## config.mk

```make
export PLATFORM = sky130hd
export DESIGN_NAME = pc_sn_seq_popcount
export DESIGN_NICKNAME = d
export VERILOG_FILES = /design/src/rtl/pc_sn_pkg.sv /design/src/rtl/pc_sn_7_3.sv /design/src/rtl/pc_sn_seq_popcount.sv
export SDC_FILE = /design/constraint.sdc
export NUM_CORES = 1
export LEC_CHECK = 0
export CAP_MARGIN = 20
export CORE_UTILIZATION = 51
export DETAILED_ROUTE_END_ITERATION = 7
export PLACE_DENSITY = 0.79
export SETUP_SLACK_MARGIN = 0.02
export SKIP_CTS_REPAIR_TIMING = 1
export SLEW_MARGIN = 10
export SYNTH_ARGS = -nofsm -noshare
export SYNTH_HDL_FRONTEND = slang
export SYNTH_SLANG_ARGS = --single-unit
```

## constraint.sdc

```tcl
create_clock -name clk -period 3.65 [get_ports clk]
set_input_delay 0.5475 -clock clk [delete_from_list [all_inputs] [get_ports clk]]
set_output_delay 0.5475 -clock clk [all_outputs]
set_load 0.01 [all_outputs]
```

## src/rtl/pc_sn_pkg.sv

```systemverilog
// pc_sn_pkg: shared constants, sequencer state encoding and slice-count helper for the pc_sn counters
package pc_sn_pkg;
  localparam int PC_IN_W = 7;
  localparam int PC_OUT_W = 3;
  typedef enum logic [1:0] {IDLE = 2'd0, RUN = 2'd1, DONE = 2'd2} state_t;
  function automatic int chunks(input int w);
    return (w + PC_IN_W - 1) / PC_IN_W;
  endfunction
endpackage

```

## src/rtl/pc_sn_7_3.sv

```systemverilog
// pc_sn_7_3: 7-input parallel counter built from an odd-even transposition sorting network
module pc_sn_7_3
  import pc_sn_pkg::*;
(
  input  logic [PC_IN_W-1:0]  d,
  output logic [PC_OUT_W-1:0] q
);
  logic [PC_IN_W-1:0] t;
  // Sorts the ones towards bit 0, giving a thermometer code of the count
  always_comb begin
    t = d;
    for (int k = 0; k < PC_IN_W; k++)
      for (int i = k % 2; i < PC_IN_W - 1; i += 2)
        t[i+:2] = {t[i] & t[i+1], t[i] | t[i+1]};
  end
  assign q = {t[3], (t[1] & ~t[3]) | t[5], (t[0] & ~t[1]) | (t[2] & ~t[3]) | (t[4] & ~t[5]) | t[6]};
endmodule

```

## src/rtl/pc_sn_seq_popcount.sv

```systemverilog
// pc_sn_seq_popcount: popcounts a WIDTH-bit word 7 bits per cycle through one shared pc_sn_7_3
module pc_sn_seq_popcount
  import pc_sn_pkg::*;
#(
  parameter int WIDTH = 49
) (
  input  logic                       clk,
  input  logic                       rst,
  input  logic                       in_valid,
  output logic                       in_ready,
  input  logic [WIDTH-1:0]           in_data,
  output logic                       out_valid,
  input  logic                       out_ready,
  output logic [$clog2(WIDTH+1)-1:0] out_count,
  output logic                       busy
);
  localparam int NCHUNK = chunks(WIDTH);
  localparam int CW = $clog2(WIDTH + 1);
  localparam int SW = NCHUNK * PC_IN_W;
  localparam int IW = $clog2(NCHUNK + 1);
  state_t state, state_nx;
  logic [SW-1:0] shreg;
  logic [CW-1:0] acc, acc_nx;
  logic [IW-1:0] idx;
  logic [PC_OUT_W-1:0] pc_out;
  logic last;
  pc_sn_7_3 u_pc (.d(shreg[PC_IN_W-1:0]), .q(pc_out));
  assign acc_nx = acc + CW'(pc_out);
  assign last = idx == IW'(NCHUNK - 1);
  always_ff @(posedge clk) begin
    if (rst) state <= IDLE;
    else state <= state_nx;
  end
  always_comb begin
    in_ready = state == IDLE;
    out_valid = state == DONE;
    busy = state != IDLE;
    state_nx = state == IDLE ? (in_valid ? RUN : IDLE) :
               state == RUN  ? (last ? DONE : RUN) :
               state == DONE ? (out_ready ? IDLE : DONE) : IDLE;
  end
  // Zero padding above WIDTH shifts in as zeros, so it never reaches the count
  always_ff @(posedge clk) begin
    if (rst) begin
      shreg <= '0;
      acc <= '0;
      idx <= '0;
      out_count <= '0;
    end else if (state == IDLE && in_valid) begin
      shreg <= SW'(in_data);
      acc <= '0;
      idx <= '0;
    end else if (state == RUN) begin
      shreg <= shreg >> PC_IN_W;
      acc <= acc_nx;
      idx <= idx + IW'(1);
      if (last) out_count <= acc_nx;
    end
  end
endmodule
```

==> results of run 1 <==
[sequential cells by signal, indices dropped and copies added (netlist names)]
signal,cells
acc,6
idx,3
out_count,6
shreg,49
state,2
[Yosys cell counts, types with 2 or more instances]
cell | number | area share, %
a211oi_1 | 6 | 1.5
nand2b_1 | 2 | 0.41
nand3_1 | 11 | 1.8
a21o_1 | 2 | 0.49
ha_1 | 8 | 3.3
a21oi_1 | 62 | 10
dfxtp_1 | 66 | 43
nor2b_1 | 3 | 0.61
o21ai_0 | 7 | 1.1
maj3_1 | 3 | 0.98
o211ai_1 | 2 | 0.49
inv_1 | 6 | 0.74
a22oi_1 | 44 | 11
nor3_1 | 3 | 0.49
nand2_1 | 70 | 8.6
buf_2 | 8 | 1.3
xor2_1 | 3 | 0.86
or3_1 | 3 | 0.61
or4_1 | 3 | 0.74
xnor2_1 | 3 | 0.86
clkbuf_1 | 22 | 2.7
nor2_1 | 17 | 2.1
[area by class of cell]
cell class,instances,area (sq um)
Clock inverter,5,85.1
Multi-Input combinational cell,271,1600
Fill cell,465,1740
Inverter,6,22.5
Timing Repair Buffer,65,636
Clock buffer,11,151
Sequential cell,66,1320
Tap cell,72,90.1
[worst register-to-register path, delay by kind of cell (launching register included)]
family | cells | cell delay, ns
compound gates | 5 | 0.62
xor+xnor | 1 | 0.16
fa+ha+maj | 3 | 0.91
buf+inv | 1 | 0.06
flops | 1 | 0.39
simple gates | 4 | 1.18
[final timing paths]
check | endpoint | depth (start not counted)
max | out_count[4]$_SDFFE_PP0P_ | 14
min | out_count[0]$_SDFFE_PP0P_ | 2
max reg2reg | out_count[4]$_SDFFE_PP0P_ | 14
min reg2reg | out_count[0]$_SDFFE_PP0P_ | 2
[metal layers]
| metal | vias to the layer above | track usage (%) |
|---|---|---|
| met5 | - | 0 |
| met4 | 0 | 10.2 |
| li1 | 1419 | - |
| met2 | 93 | 39.6 |
| met1 | 1329 | 32.8 |
| met3 | 10 | 5.37 |
[power breakdown]
group,internal (uW),leakage [uW],switching (uW)
clock,425,0.000116,288
sequential,762,0.000540,36.3
combinational,123,0.000771,131
[metrics by stage]
stage | cell area, sq um | worst slack (ns) | std cells | total power [uW] | hold WS, ns
3_5_place_dp | 3660 | 0.256 | 480 | 1070 | 0.449
3_3_place_gp | 3660 | 0.405 | 480 | 1060 | 0.442
6_report | 3900 | 0.256 | 496 | 1770 | 0.456
4_1_cts | 3900 | 0.226 | 496 | 1770 | 0.458
5_1_grt | 3900 | 0.0476 | 496 | 1840 | 0.486
2_1_floorplan | 3060 | 0.490 | 374 | 966 | 0.437
[logic make-up (layout without fill, tap and decap cells)]
| group | after synthesis | after routing | share of synthesized area (%) |
|---|---|---|---|
| AOI/OAI and AO/OA | 134 | 134 | 27.8 |
| xor gates and xnor gates | 6 | 6 | 1.72 |
| adders and majority gates | 12 | 12 | 4.91 |
| buffers and inverters | 37 | 87 | 5.12 |
| DFF | 66 | 66 | 43.2 |
| and+or+nand+nor | 119 | 119 | 17.3 |
==> impl_metrics.csv, run 1 <==
group,metric,value,unit
global_routing,grt_pass1_wl,12300,microns
clock_tree,clockRootBuffer,"clkbuf_8",
sta,fin_worst_skew,0.0155,ns
critical_path,slowest_delay,0.51,ns
sta,fin_setup_tns,0,ns
die,die_y,79.4,microns
routing,wl_met2,3510,microns
routing,route.met3.wl,386,microns
clock_tree,cts_buffer_depth,2,
routing,wl_per_cell,14.4,microns
clock_tree,cts_buffers,9,
logic_synthesis,synth_edf_count,0,
critical_path,rrSetupSlack,0.26,ns
sta,tightest_slew,1.06,ns
routing,drc,0,
critical_path,required,3.91,ns
die,core,5640,sq um
die,die_w,79.4,microns
finish,antenna_cells,0,
routing,wl_met1,3170,microns
sta,hold_violations,0,
sta,setup_viol,0,
place,port_buffers,61,
die,initial_utilization,54.2,%
run,drv_cap,0,
global_routing,grt_max_degree,61,
sta,slew_headroom,29.2,%
finish,nets,481,
min_path,worstHoldStart,"out_count[0]$_SDFFE_PP0P_",
sta,rsz0062_at_grt,"false",
critical_path,path_cells,"or3_4, o22ai_2, a21oi_2, or4_1, ha_1, nor3_1, o21ai_0, ha_1, inv_1, fa_1, nor2b_1, o21ai_0, xor2_1, a211oi_1",
sta,finalCritPeriodShare,93.0,%
critical_path,crit_type,"reg2reg",
critical_path,crit_path_max_fanout,9,
routing,first_iter_violations,253,
logic_synthesis,syn_avg_cell_area,8.17,sq um
finish,final_common_cell,"nand2_1",
routing,topRoutingLayerUsed,"met4",
critical_path,crit_start,"shreg[3]$_SDFFE_PP0P_",
global_routing,track_usage,24.9,%
routing,vias,2851,
sta,finalMaxSlewViolations,0,
logic_synthesis,yosysWarnings,0,
critical_path,critical-path-top-delay-family,"simple AND/OR/NAND/NOR gates",
sta,period_needed,3.39,ns
power,cellPowerDensity,453,nW/um^2
logic_synthesis,synth_nets,436,
power,p_leak,0.00143,uW
global_routing,gr-total-overflow,0,
routing,drt_pre_antenna_iters,5,
die,fp-row-count,27,
place,globalplace.congestion,0.833,
sta,fmax,295,MHz
critical_path,cpMaxStageDelayCell,"or4_1",
clock_tree,tritoncts,"yes",
logic_synthesis,ys_seq_elements,66,
finish,area_growth,27.6,%
place,hpwl,4760,microns
logic_synthesis,synth-seq-area-share,43.2,%
critical_path,critPathBufInv,1,
logic_synthesis,syn_area,3060,sq um
global_routing,antenna_found_initial,0,
die,io_pins,62,
clock_tree,cts_max_level,3,
routing,wl,7160,microns
logic_synthesis,yosys.cell_types.count,42,
critical_path,start_kind,"flop",
routing,routed_via_density,5.75,
critical_path,critPathArrivalTime,3.65,ns
logic_synthesis,ys_async_sr_fraction,0,%
finish,postLayoutCoreUtil,69.2,%
logic_synthesis,synth_cells,374,
finish,layout_common_cells,"nand2_1, dfxtp_1, a21oi_1, clkdlybuf4s50_1, a22oi_1",
critical_path,r2r-start,"shreg[3]$_SDFFE_PP0P_",
die,die_area,6310,sq um
clock_tree,clk_pin_slew,0.08,ns
clock_tree,cts.sinks,66,
status,status,"finished clean",
global_routing,grt_pass1_vias,2680,
logic_synthesis,synth_ff_type,"dfxtp_1",
clock_tree,worstSkewPairLatency,0.34,ns
routing,final_antenna_net_count,0,
finish,layout-drive-gt1-share,7.08,%
critical_path,cp-end-kind,"flop",
min_path,hp-class,"reg2reg",
power,ir_drop,0.293,mV
No activity file was read; power rests on OpenSTA's default activity.
==> inputs of run 2 (changes only) <==
--- a/config.mk
+++ b/config.mk
@@ -6,9 +6,9 @@
 export NUM_CORES = 1
 export LEC_CHECK = 0
 export CAP_MARGIN = 20
-export CORE_UTILIZATION = 51
+export CORE_UTILIZATION = 55
 export DETAILED_ROUTE_END_ITERATION = 7
-export PLACE_DENSITY = 0.79
+export PLACE_DENSITY = 0.85
 export SETUP_SLACK_MARGIN = 0.02
 export SKIP_CTS_REPAIR_TIMING = 1
 export SLEW_MARGIN = 10
==> constraint.sdc (replaced) <==
create_clock -name clk -period 4.1 [get_ports clk]
set_input_delay 0.615 -clock clk [delete_from_list [all_inputs] [get_ports clk]]
set_output_delay 0.615 -clock clk [all_outputs]
set_load 0.01 [all_outputs]
==> run 2 against run 1 <==
  * First-iteration DRC count decreased by 2.4%
  * Maximum frequency up 0.83%
  * Non-clock buffer count decreased by 1
  * Flip-flop and latch count unchanged
  * Worst setup slack improved by 0.48 ns
  * Combinational power down 13%
  * Via count about the same
  * Critical endpoint unchanged
  * Utilization increased by 4.0 points
  * Critical path type unchanged
  * Design area shrank 1.9%
==> impl_metrics.csv, run 2 (synthesis gave the netlist of run 1 again) <==
group,metric,value,unit
status,status,"finished clean",
sta,hold_violations,0,
global_routing,antenna_found_initial,0,
critical_path,crit_type,"reg2reg",
clock_tree,cts_max_level,3,
die,die_w,76.6,microns
clock_tree,clockRootBuffer,"clkbuf_8",
global_routing,grt_pass1_wl,11500,microns
clock_tree,cts_buffers,9,
finish,nets,480,
sta,slew_headroom,29.9,%
sta,finalCritPeriodShare,82.1,%
min_path,hp-class,"reg2reg",
critical_path,critPathArrivalTime,3.62,ns
finish,top_register,"shreg",
routing,final_antenna_net_count,0,
clock_tree,clk_pin_slew,0.07,ns
critical_path,required,4.35,ns
power,finalPower,1450,uW
global_routing,grt_max_degree,61,
global_routing,grt_pass1_vias,2581,
place,hpwl,4590,microns
min_path,worstHoldStart,"shreg[33]$_SDFFE_PP0P_",
routing,routed_via_density,5.81,
critical_path,critical-path-top-delay-family,"simple AND/OR/NAND/NOR gates",
finish,antenna_cells,0,
finish,seq_area,1320,sq um
critical_path,cpMaxStageDelayCell,"or4_1",
sta,rsz0062_at_grt,"false",
critical_path,r2r-start,"shreg[3]$_SDFFE_PP0P_",
sta,fin_worst_skew,0.0101,ns
sta,finalMaxSlewViolations,0,
power,cellPowerDensity,379,nW/um^2
global_routing,gr-total-overflow,0,
routing,wl,6980,microns
routing,drc,0,
sta,setup_ws,0.733,ns
finish,layout_common_cells,"nand2_1, dfxtp_1, a21oi_1, clkdlybuf4s50_1, a22oi_1",
place,globalplace.congestion,0.845,
place,pre_cts_slack,0.753,ns
critical_path,rr_endpoint,"out_count[4]$_SDFFE_PP0P_",
critical_path,path_cells,"or3_4, o21ai_2, a21oi_2, or4_1, ha_1, nor3_1, o21ai_0, ha_1, inv_1, fa_1, nor2b_1, o21ai_0, xor2_1, a211oi_1",
power,ir_drop,0.255,mV
routing,drt_pre_antenna_iters,6,
sta,period_needed,3.37,ns
die,core,5240,sq um
min_path,hold_end,"shreg[33]$_SDFFE_PP0P_",
critical_path,crit_path_max_fanout,9,
die,initial_utilization,58.4,%
sta,fmax,297,MHz
finish,fillers,430,
critical_path,cp-end-kind,"flop",
routing,vias,2852,
finish,postLayoutCoreUtil,73.1,%
critical_path,start_kind,"flop",
place,port_buffers,61,
routing,first_iter_violations,247,
finish,area_growth,25.3,%
die,die_area,5860,sq um
die,die_y,76.6,microns
finish,layout-drive-gt1-share,5.94,%
clock_tree,worstSkewPairLatency,0.35,ns
sta,setup_viol,0,
min_path,whs_path_depth,2,
run,drv_cap,0,
critical_path,r2r_cells,14,
critical_path,rrSetupSlack,0.73,ns
clock_tree,cts.sinks,66,
clock_tree,cts_buffer_depth,2,
power,p_leak,0.00139,uW
die,io_pins,62,
global_routing,track_usage,24.7,%
routing,wl_per_cell,14.2,microns
sta,tightest_slew,1.05,ns
clock_tree,tritoncts,"yes",
finish,reg_top3,"shreg x49, acc x6, out_count x6",
sta,hold_slack,0.455,ns
critical_path,critPathBufInv,1,
die,fp-row-count,26,
finish,multi_input_area,1600,sq um
finish,largest_reg_flops,49,
critical_path,slowest_delay,0.51,ns
sta,fin_setup_tns,0,ns
finish,final_common_cell,"nand2_1",
==> run 2: final cells by class <==
type / instances / share of cell area (%)
clock buffers: 11 / 3.43
clock inverters: 3 / 1.11
inverters: 6 / 0.588
multi-input cells: 271 / 41.7
flip-flops and latches: 66 / 34.5
well taps: 70 / 2.29
repair buffers: 64 / 16.4
==> run 2: metal layers <==
metal,GRT usage [%],share of wire (%)
met1,30.6,43
met2,39.5,49
met3,9.70,6.7
met4,7.31,1.4
met5,0,0
==> run 2: worst max path at each step <==
stage	start	to	cells after the start
floorplan	shreg[3]$_SDFFE_PP0P_	out_count[4]$_SDFFE_PP0P_	15
global placement	shreg[3]$_SDFFE_PP0P_	out_count[4]$_SDFFE_PP0P_	14
detailed placement	shreg[3]$_SDFFE_PP0P_	out_count[4]$_SDFFE_PP0P_	14
CTS	shreg[3]$_SDFFE_PP0P_	out_count[4]$_SDFFE_PP0P_	14
global route	shreg[3]$_SDFFE_PP0P_	out_count[4]$_SDFFE_PP0P_	14
finish	shreg[3]$_SDFFE_PP0P_	out_count[4]$_SDFFE_PP0P_	14
==> run 2: worst reg2reg max path, stage by stage (launching register included) <==
cell and delay, ns:
dfxtp_1 0.39, or3_4 0.45, o21ai_2 0.10, a21oi_2 0.10
or4_1 0.51, ha_1 0.29, nor3_1 0.04, o21ai_0 0.07
ha_1 0.21, inv_1 0.06, fa_1 0.40, nor2b_1 0.17
o21ai_0 0.11, xor2_1 0.15, a211oi_1 0.21
==> run 2: power breakdown <==
group	leakage, uW	internal [uW]	switching (uW)
sequential	0.000540	679	32.4
combinational	0.000766	108	114
clock	0.0000853	273	243
==> run 2: through the flow <==
stage / area, sq um / instances
2_1_floorplan: 3060 / 374
3_3_place_gp: 3650 / 477
3_5_place_dp: 3650 / 477
4_1_cts: 3830 / 491
5_1_grt: 3830 / 491
6_report: 3830 / 491
==> inputs of run 3 (changes only) <==
--- a/config.mk
+++ b/config.mk
@@ -6,9 +6,9 @@
 export NUM_CORES = 1
 export LEC_CHECK = 0
 export CAP_MARGIN = 20
-export CORE_UTILIZATION = 55
+export CORE_UTILIZATION = 46
 export DETAILED_ROUTE_END_ITERATION = 7
-export PLACE_DENSITY = 0.85
+export PLACE_DENSITY = 0.76
 export SETUP_SLACK_MARGIN = 0.02
 export SKIP_CTS_REPAIR_TIMING = 1
 export SLEW_MARGIN = 10
==> constraint.sdc (replaced) <==
create_clock -name clk -period 2.9 [get_ports clk]
set_input_delay 0.435 -clock clk [delete_from_list [all_inputs] [get_ports clk]]
set_output_delay 0.435 -clock clk [all_outputs]
set_load 0.01 [all_outputs]
==> run 3 against run 2 <==
  * The run now ends with setup timing left
  * Combinational power up 62%
  * Register-to-register slack worse by 0.93 ns
  * Hold slack better by 0.0029 ns
  * Cell count up 3.9%
  * Largest power group unchanged
==> impl_metrics.csv, run 3 (synthesis gave the netlist of run 1 again) <==
group,metric,value,unit
routing,routed_via_density,5.64,
routing,drc,0,
clock_tree,clk_pin_slew,0.08,ns
sta,hold_slack,0.458,ns
status,status,"complete, but fails checks",
sta,fin_setup_tns,-0.607,ns
sta,fin_worst_skew,0.0142,ns
power,combPwrFrac,16.2,%
finish,multi_input_area,1670,sq um
die,fp-row-count,29,
die,die_area,6970,sq um
min_path,whs_path_depth,2,
die,io_pins,62,
power,clkPwrFrac,38.5,%
power,ir_drop,0.362,mV
sta,setup_viol,6,
min_path,hp-class,"reg2reg",
power,cellPowerDensity,547,nW/um^2
clock_tree,clockRootBuffer,"clkbuf_8",
critical_path,critPathArrivalTime,3.36,ns
power,power.switching,565,uW
global_routing,antenna_found_initial,0,
place,post_dp_cell_area,3740,sq um
finish,top_register,"shreg",
finish,seq_area,1320,sq um
critical_path,start_kind,"flop",
critical_path,cp-end-kind,"flop",
sta,period_needed,3.10,ns
place,port_buffers,61,
finish,largest_reg_flops,49,
sta,finalMaxSlewViolations,0,
clock_tree,tritoncts,"yes",
run,drv_cap,0,
clock_tree,cts_buffer_depth,2,
finish,fillers,569,
routing,vias,2876,
die,core,6390,sq um
global_routing,grt_pass1_wl,12000,microns
global_routing,grt_max_degree,61,
finish,design_area,4030,sq um
die,die_y,83.5,microns
global_routing,grt_pass1_vias,2567,
finish,layout-drive-gt1-share,11.8,%
power,p_int,1640,uW
global_routing,track_usage,21.2,%
place,globalplace.congestion,0.781,
power,swShare,25.6,%
finish,antenna_cells,0,
power,pwr-share-seq,45.4,%
critical_path,crit_type,"reg2reg",
status,violations,"setup timing",
finish,nets,490,
finish,area_growth,31.9,%
finish,layout_common_cells,"nand2_1, dfxtp_1, a21oi_1, clkdlybuf4s50_1, a22oi_1",
sta,slew_headroom,28.6,%
finish,final_common_cell,"nand2_1",
die,die_w,83.5,microns
critical_path,crit_path_max_fanout,4,
routing,wl_per_cell,14.3,microns
routing,drt_pre_antenna_iters,5,
sta,hold_violations,0,
power,p_leak,0.00147,uW
critical_path,required,3.16,ns
global_routing,gr-total-overflow,0,
clock_tree,cts_max_level,3,
routing,final_antenna_net_count,0,
sta,rsz0062_at_grt,"true",
place,hpwl,4790,microns
finish,postLayoutCoreUtil,63.1,%
clock_tree,cts.sinks,66,
sta,setup_ws,-0.202,ns
clock_tree,cts_buffers,9,
sta,tightest_slew,1.07,ns
clock_tree,worstSkewPairLatency,0.34,ns
critical_path,r2r_cells,14,
routing,first_iter_violations,182,
sta,finalCritPeriodShare,107,%
finish,reg_top3,"shreg x49, acc x6, out_count x6",
sta,fmax,322,MHz
die,initial_utilization,47.9,%
routing,wl,7280,microns
[run 3: power by group through the flow]
| stage | clock [uW] | sequential [uW] | combinational, uW |
|---|---|---|---|
| after global placement | 0 | 1020 | 332 |
| after CTS | 864 | 998 | 339 |
| after global routing | 905 | 1010 | 394 |
| final | 848 | 1000 | 357 |
| after floorplan | 0 | 1000 | 221 |
| after detailed placement | 0 | 1020 | 337 |
[run 3: metal layers]
metal	routed length (microns)	up-vias	track usage (%)
met3	449	8	5.93
met1	3230	1326	28.4
met2	3520	97	33.2
li1	-	1445	-
met4	89	0	6.47
met5	0	-	0
[run 3: final timing paths]
kind	start	endpoint	slack, ns
worst min register to register	shreg[26]$_SDFFE_PP0P_	shreg[26]$_SDFFE_PP0P_	0.46
worst min-delay path	shreg[26]$_SDFFE_PP0P_	shreg[26]$_SDFFE_PP0P_	0.46
worst max register to register	shreg[3]$_SDFFE_PP0P_	out_count[4]$_SDFFE_PP0P_	-0.20
worst max-delay path	shreg[3]$_SDFFE_PP0P_	out_count[4]$_SDFFE_PP0P_	-0.20
[run 3: area by class of cell]
cell class	instances	share of cell area, %
clock buffers	11	3.51
repair buffers	74	17.4
inverters	6	0.558
flip-flops and latches	66	32.8
clock inverters	5	1.92
well taps	77	2.39
multi-input cells	271	41.4
[run 3: worst max-delay path: stages, from the launching register on]
cell and delay, ns:
dfxtp_1 0.31, or3_4 0.42, o22ai_4 0.12, a21oi_2 0.05, or4_4 0.53, ha_4 0.27
nor3_1 0.04, o21ai_1 0.08, ha_2 0.22, inv_2 0.05, fa_2 0.35, nor2b_2 0.13
o21ai_1 0.09, xor2_1 0.15, a211oi_1 0.21
[run 3: stage by stage]
stage	worst slack (ns)	std cells	power, uW
after CTS	-0.253	509	2200
after global routing	-0.341	510	2310
after floorplan	-0.197	374	1220
after detailed placement	-0.250	493	1360
final	-0.202	510	2210
after global placement	-0.149	493	1350
